File: config.mk
export PLATFORM = sky130hd
export DESIGN_NAME = cache_arbiter
export DESIGN_NICKNAME = d
export VERILOG_FILES = /design/src/rtl/cache_arbiter.sv
export SDC_FILE = /design/constraint.sdc
export NUM_CORES = 1
export LEC_CHECK = 0
export BUFFER_PORTS_ARGS = -buffer_cell sky130_fd_sc_hd__buf_2
export CORE_AREA = 5 5 534 536
export CTS_BUF_LIST = sky130_fd_sc_hd__clkbuf_16
export DETAILED_ROUTE_END_ITERATION = 8
export DIE_AREA = 0 0 539 541
export MAX_ROUTING_LAYER = met4
export PLACE_DENSITY = 0.3
export SYNTH_ARGS = -nofsm -noshare
export SYNTH_HDL_FRONTEND = slang
export SYNTH_SLANG_ARGS = --single-unit
File: constraint.sdc
create_clock -name clk -period 3.95 [get_ports clk]
set_clock_uncertainty 0.05 [all_clocks]
set_input_delay 0.5925 -clock clk [delete_from_list [all_inputs] [get_ports clk]]
set_output_delay 0.5925 -clock clk [all_outputs]
set_load 0.05 [all_outputs]
File: src/rtl/cache_arbiter.sv
// Round-robin arbiter sharing one physical-memory cacheline port between
// the I-cache and D-cache; one whole-line transaction in flight at a time.
module cache_arbiter #(
    parameter int unsigned LINE_W = 256,
    parameter int unsigned ADDR_W = 32
) (
    input  logic              clk,
    input  logic              rst,
    input  logic              icache_read_i,
    input  logic [ADDR_W-1:0] icache_addr_i,
    output logic [LINE_W-1:0] icache_rdata_o,
    output logic              icache_resp_o,
    input  logic              dcache_read_i,
    input  logic              dcache_write_i,
    input  logic [ADDR_W-1:0] dcache_addr_i,
    input  logic [LINE_W-1:0] dcache_wdata_i,
    output logic [LINE_W-1:0] dcache_rdata_o,
    output logic              dcache_resp_o,
    output logic              pmem_read_o,
    output logic              pmem_write_o,
    output logic [ADDR_W-1:0] pmem_addr_o,
    output logic [LINE_W-1:0] pmem_wdata_o,
    input  logic [LINE_W-1:0] pmem_rdata_i,
    input  logic              pmem_resp_i
);

    typedef enum logic [1:0] {
        IDLE    = 2'd0,
        SERVE_I = 2'd1,
        SERVE_D = 2'd2
    } state_t;

    state_t state;
    logic   last_d;
    logic   i_req;
    logic   d_req;
    logic   grant_d;

    assign i_req = icache_read_i;
    assign d_req = dcache_read_i | dcache_write_i;

    // D wins when alone, or on a tie when I was the most recent grant
    assign grant_d = d_req & (~i_req | ~last_d);

    assign icache_rdata_o = pmem_rdata_i;
    assign dcache_rdata_o = pmem_rdata_i;

    // Completion pulses are combinational; a reset cycle swallows the response
    assign icache_resp_o = (state == SERVE_I) & pmem_resp_i & ~rst;
    assign dcache_resp_o = (state == SERVE_D) & pmem_resp_i & ~rst;

    always_ff @(posedge clk) begin
        if (rst) begin
            state        <= IDLE;
            last_d       <= 1'b0;
            pmem_read_o  <= 1'b0;
            pmem_write_o <= 1'b0;
            pmem_addr_o  <= '0;
            pmem_wdata_o <= '0;
        end else begin
            case (state)
                IDLE: begin
                    if (grant_d) begin
                        state        <= SERVE_D;
                        last_d       <= 1'b1;
                        pmem_addr_o  <= dcache_addr_i;
                        pmem_wdata_o <= dcache_wdata_i;
                        // an illegal read+write request is treated as a write
                        pmem_write_o <= dcache_write_i;
                        pmem_read_o  <= ~dcache_write_i;
                    end else if (i_req) begin
                        state        <= SERVE_I;
                        last_d       <= 1'b0;
                        pmem_addr_o  <= icache_addr_i;
                        pmem_read_o  <= 1'b1;
                        pmem_write_o <= 1'b0;
                    end
                end
                SERVE_I, SERVE_D: begin
                    if (pmem_resp_i) begin
                        state        <= IDLE;
                        pmem_read_o  <= 1'b0;
                        pmem_write_o <= 1'b0;
                    end
                end
                default: begin
                    state        <= IDLE;
                    pmem_read_o  <= 1'b0;
                    pmem_write_o <= 1'b0;
                end
            endcase
        end
    end

endmodule

==> impl_metrics.json <==
{
  "ys_types": 27,
  "cp_data_required_time_ns": 4.55,
  "reg2reg_depth": 6,
  "clk_transition_reported_paths_ns": 0.07,
  "grt_pass1_wl_um": 187000,
  "drive_above_1_share_pct": 34.9,
  "wl_per_cell_um": 26.6,
  "slew_violations": 0,
  "hold_path_class": "input pin to flip-flop",
  "chipHeight_um": 541,
  "syn-num-nets": 2477,
  "p_leak_nw": 7.82,
  "start_util_pct": 5.45,
  "avgViaCountPerCell": 2.53,
  "hold_buffers": 92,
  "maxCapViolations": 0,
  "start_kind": "flip-flop",
  "hold_depth": 3,
  "fin_nets": 2583,
  "hold_violations": 0,
  "ios": 1386,
  "cts_tree": "built",
  "numPortBuffers": 617,
  "layout_commonest_cell": "buf_2",
  "powerDensity_mw_per_mm2": 585,
  "gp_congestion": 0.805,
  "cts_resized": 0,
  "grt_setup_unrepaired": "false",
  "drc": 0,
  "dr_total_vias": 14700,
  "clock_path_buffers": 3,
  "finalSetupViolations": 0,
  "cp-end-kind": "flip-flop",
  "crit_path_max_fanout": 32,
  "fp.dieArea_sq_mm": 0.292,
  "insertion_delay_ns": 0.70,
  "drt_iter0_drc": 993,
  "cts-buffers-inserted": 49,
  "htreeDepth": 2,
  "clkSinkCount": 293,
  "netlist_area_sq_mm": 0.0153,
  "antenna_left": 0,
  "placed_cells": 5598,
  "drt_wl_total_um": 154000,
  "crit_arrival_ns": 3.21,
  "grt_max_degree": 142,
  "rows": 195,
  "cts_setup_buffers": 0,
  "status": "complete, no violations",
  "final_cells": 5794,
  "final_cell_mix": "616 x buf_2, 293 x dfxtp_1, 258 x a21oi_1, 256 x nand3_1, 227 x o21ai_0",
  "first_pass_iters": 5,
  "setup_slack_ns": 1.34,
  "grt_pass1_vias": 14700,
  "relSlewSlack_pct": 40.4,
  "syn_to_final_growth_pct": 38.4,
  "grt_usage_pct": 10.3,
  "fmax_mhz": 383,
  "crit_type": "flip-flop to flip-flop",
  "fin_setup_tns_ns": 0,
  "dp_slack_ns": 1.43,
  "root_buffer": "clkbuf_16",
  "fin_crit_ns": 2.61,
  "yosysWarnings": 0,
  "gr-total-overflow": 0,
  "die_x_um": 539,
  "peakVddDrop_mv": 0.323,
  "coreArea_sq_mm": 0.280,
  "synth-seq-area-share_pct": 38.4,
  "synth_seq_cells": 293,
  "hpwl_um": 129000,
  "antenna_found_initial": 103,
  "synth.avg_cell_area_sq_um": 8.08,
  "finalCritPeriodShare_pct": 66.1,
  "tightest_slew_ns": 0.894,
  "synth_cells": 1892
}
[registers in the layout, indices dropped and copies added (netlist names)]
signal / flops
last_d: 1
pmem_addr_o: 32
pmem_read_o: 1
pmem_wdata_o: 256
pmem_write_o: 1
state: 2
[layer usage]
layer,share of wire (%),vias up,global-route usage [%]
li1,-,6204,-
met2,44,1174,15.7
met5,0,-,-
met1,27,6728,7.86
met3,22,552,10.2
met4,7.0,0,5.75
[through the flow]
| stage | instance area [sq um] | hold slack (ns) | total power, W | utilization, % |
|---|---|---|---|---|
| after global routing | 21200 | 0.0301 | 0.0132 | 7.55 |
| after global placement | 18700 | 0.409 | 0.00813 | 6.66 |
| after CTS | 21100 | 0.000444 | 0.0129 | 7.54 |
| final | 21200 | 0.118 | 0.0124 | 7.55 |
| after floorplan | 15300 | 0.456 | 0.00769 | - |
| after detailed placement | 18700 | 0.414 | 0.00815 | 6.66 |
[worst max-delay path: stages (launching register included)]
cell and delay, ns:
dfxtp_1 0.31, inv_1 0.14, ha_4 0.41, o31a_2 0.71, nor2_1 0.08, a311oi_1 0.25
dlygate4sd3_1 0.58
[cells in the mapped netlist (all sizes together)]
master	n	share of area (%)
nor2b	1	0.041
o31a	1	0.057
nor4b	1	0.057
a21o	1	0.049
dfxtp	293	38
o2bb2ai	1	0.18
and3b	2	0.11
o311ai	1	0.057
nand2	66	1.6
o32ai	3	0.17
a21oi	258	8.4
nand4	1	0.041
inv	4	0.098
buf	581	28
nand2b	4	0.16
nand3	256	8.4
ha	3	0.25
clkbuf	92	2.3
a2bb2oi	1	0.098
a311oi	32	1.8
o21ai	257	8.4
nor2	33	0.81
[worst paths after layout]
path	startpoint	to	slack [ns]
hold reg to reg	pmem_wdata_o[48]	pmem_wdata_o[48]	0.42
setup / recovery	state[0]	pmem_addr_o[26]	1.34
setup reg to reg	state[0]	pmem_addr_o[26]	1.34
hold / removal	dcache_wdata_i[60]	pmem_wdata_o[60]	0.12
[kinds of logic after synthesis]
family          share of synthesized area (%)
simple gates                             11.2
buf+inv                                  30.9
compound gates                           19.3
flops                                    38.4
fa+ha+maj                               0.246
[final cells by class]
class	instances	area, sq um
timing repair buffer	728	4300
clock buffer	50	1250
clock inverter	39	274
inverter	4	22.5
sequential	293	5870
tap	3743	4680
multi-input combinational	922	4730
fill	33000	259000
antenna	15	37.5
[power by group]
part / internal, W / switching [W]
Combinational: 0.000910 / 0.00354
Clock: 0.00242 / 0.00193
Sequential: 0.00338 / 0.000207
Total: 0.00671 / 0.00568
Note: power is estimated with default switching activity, not from simulation.
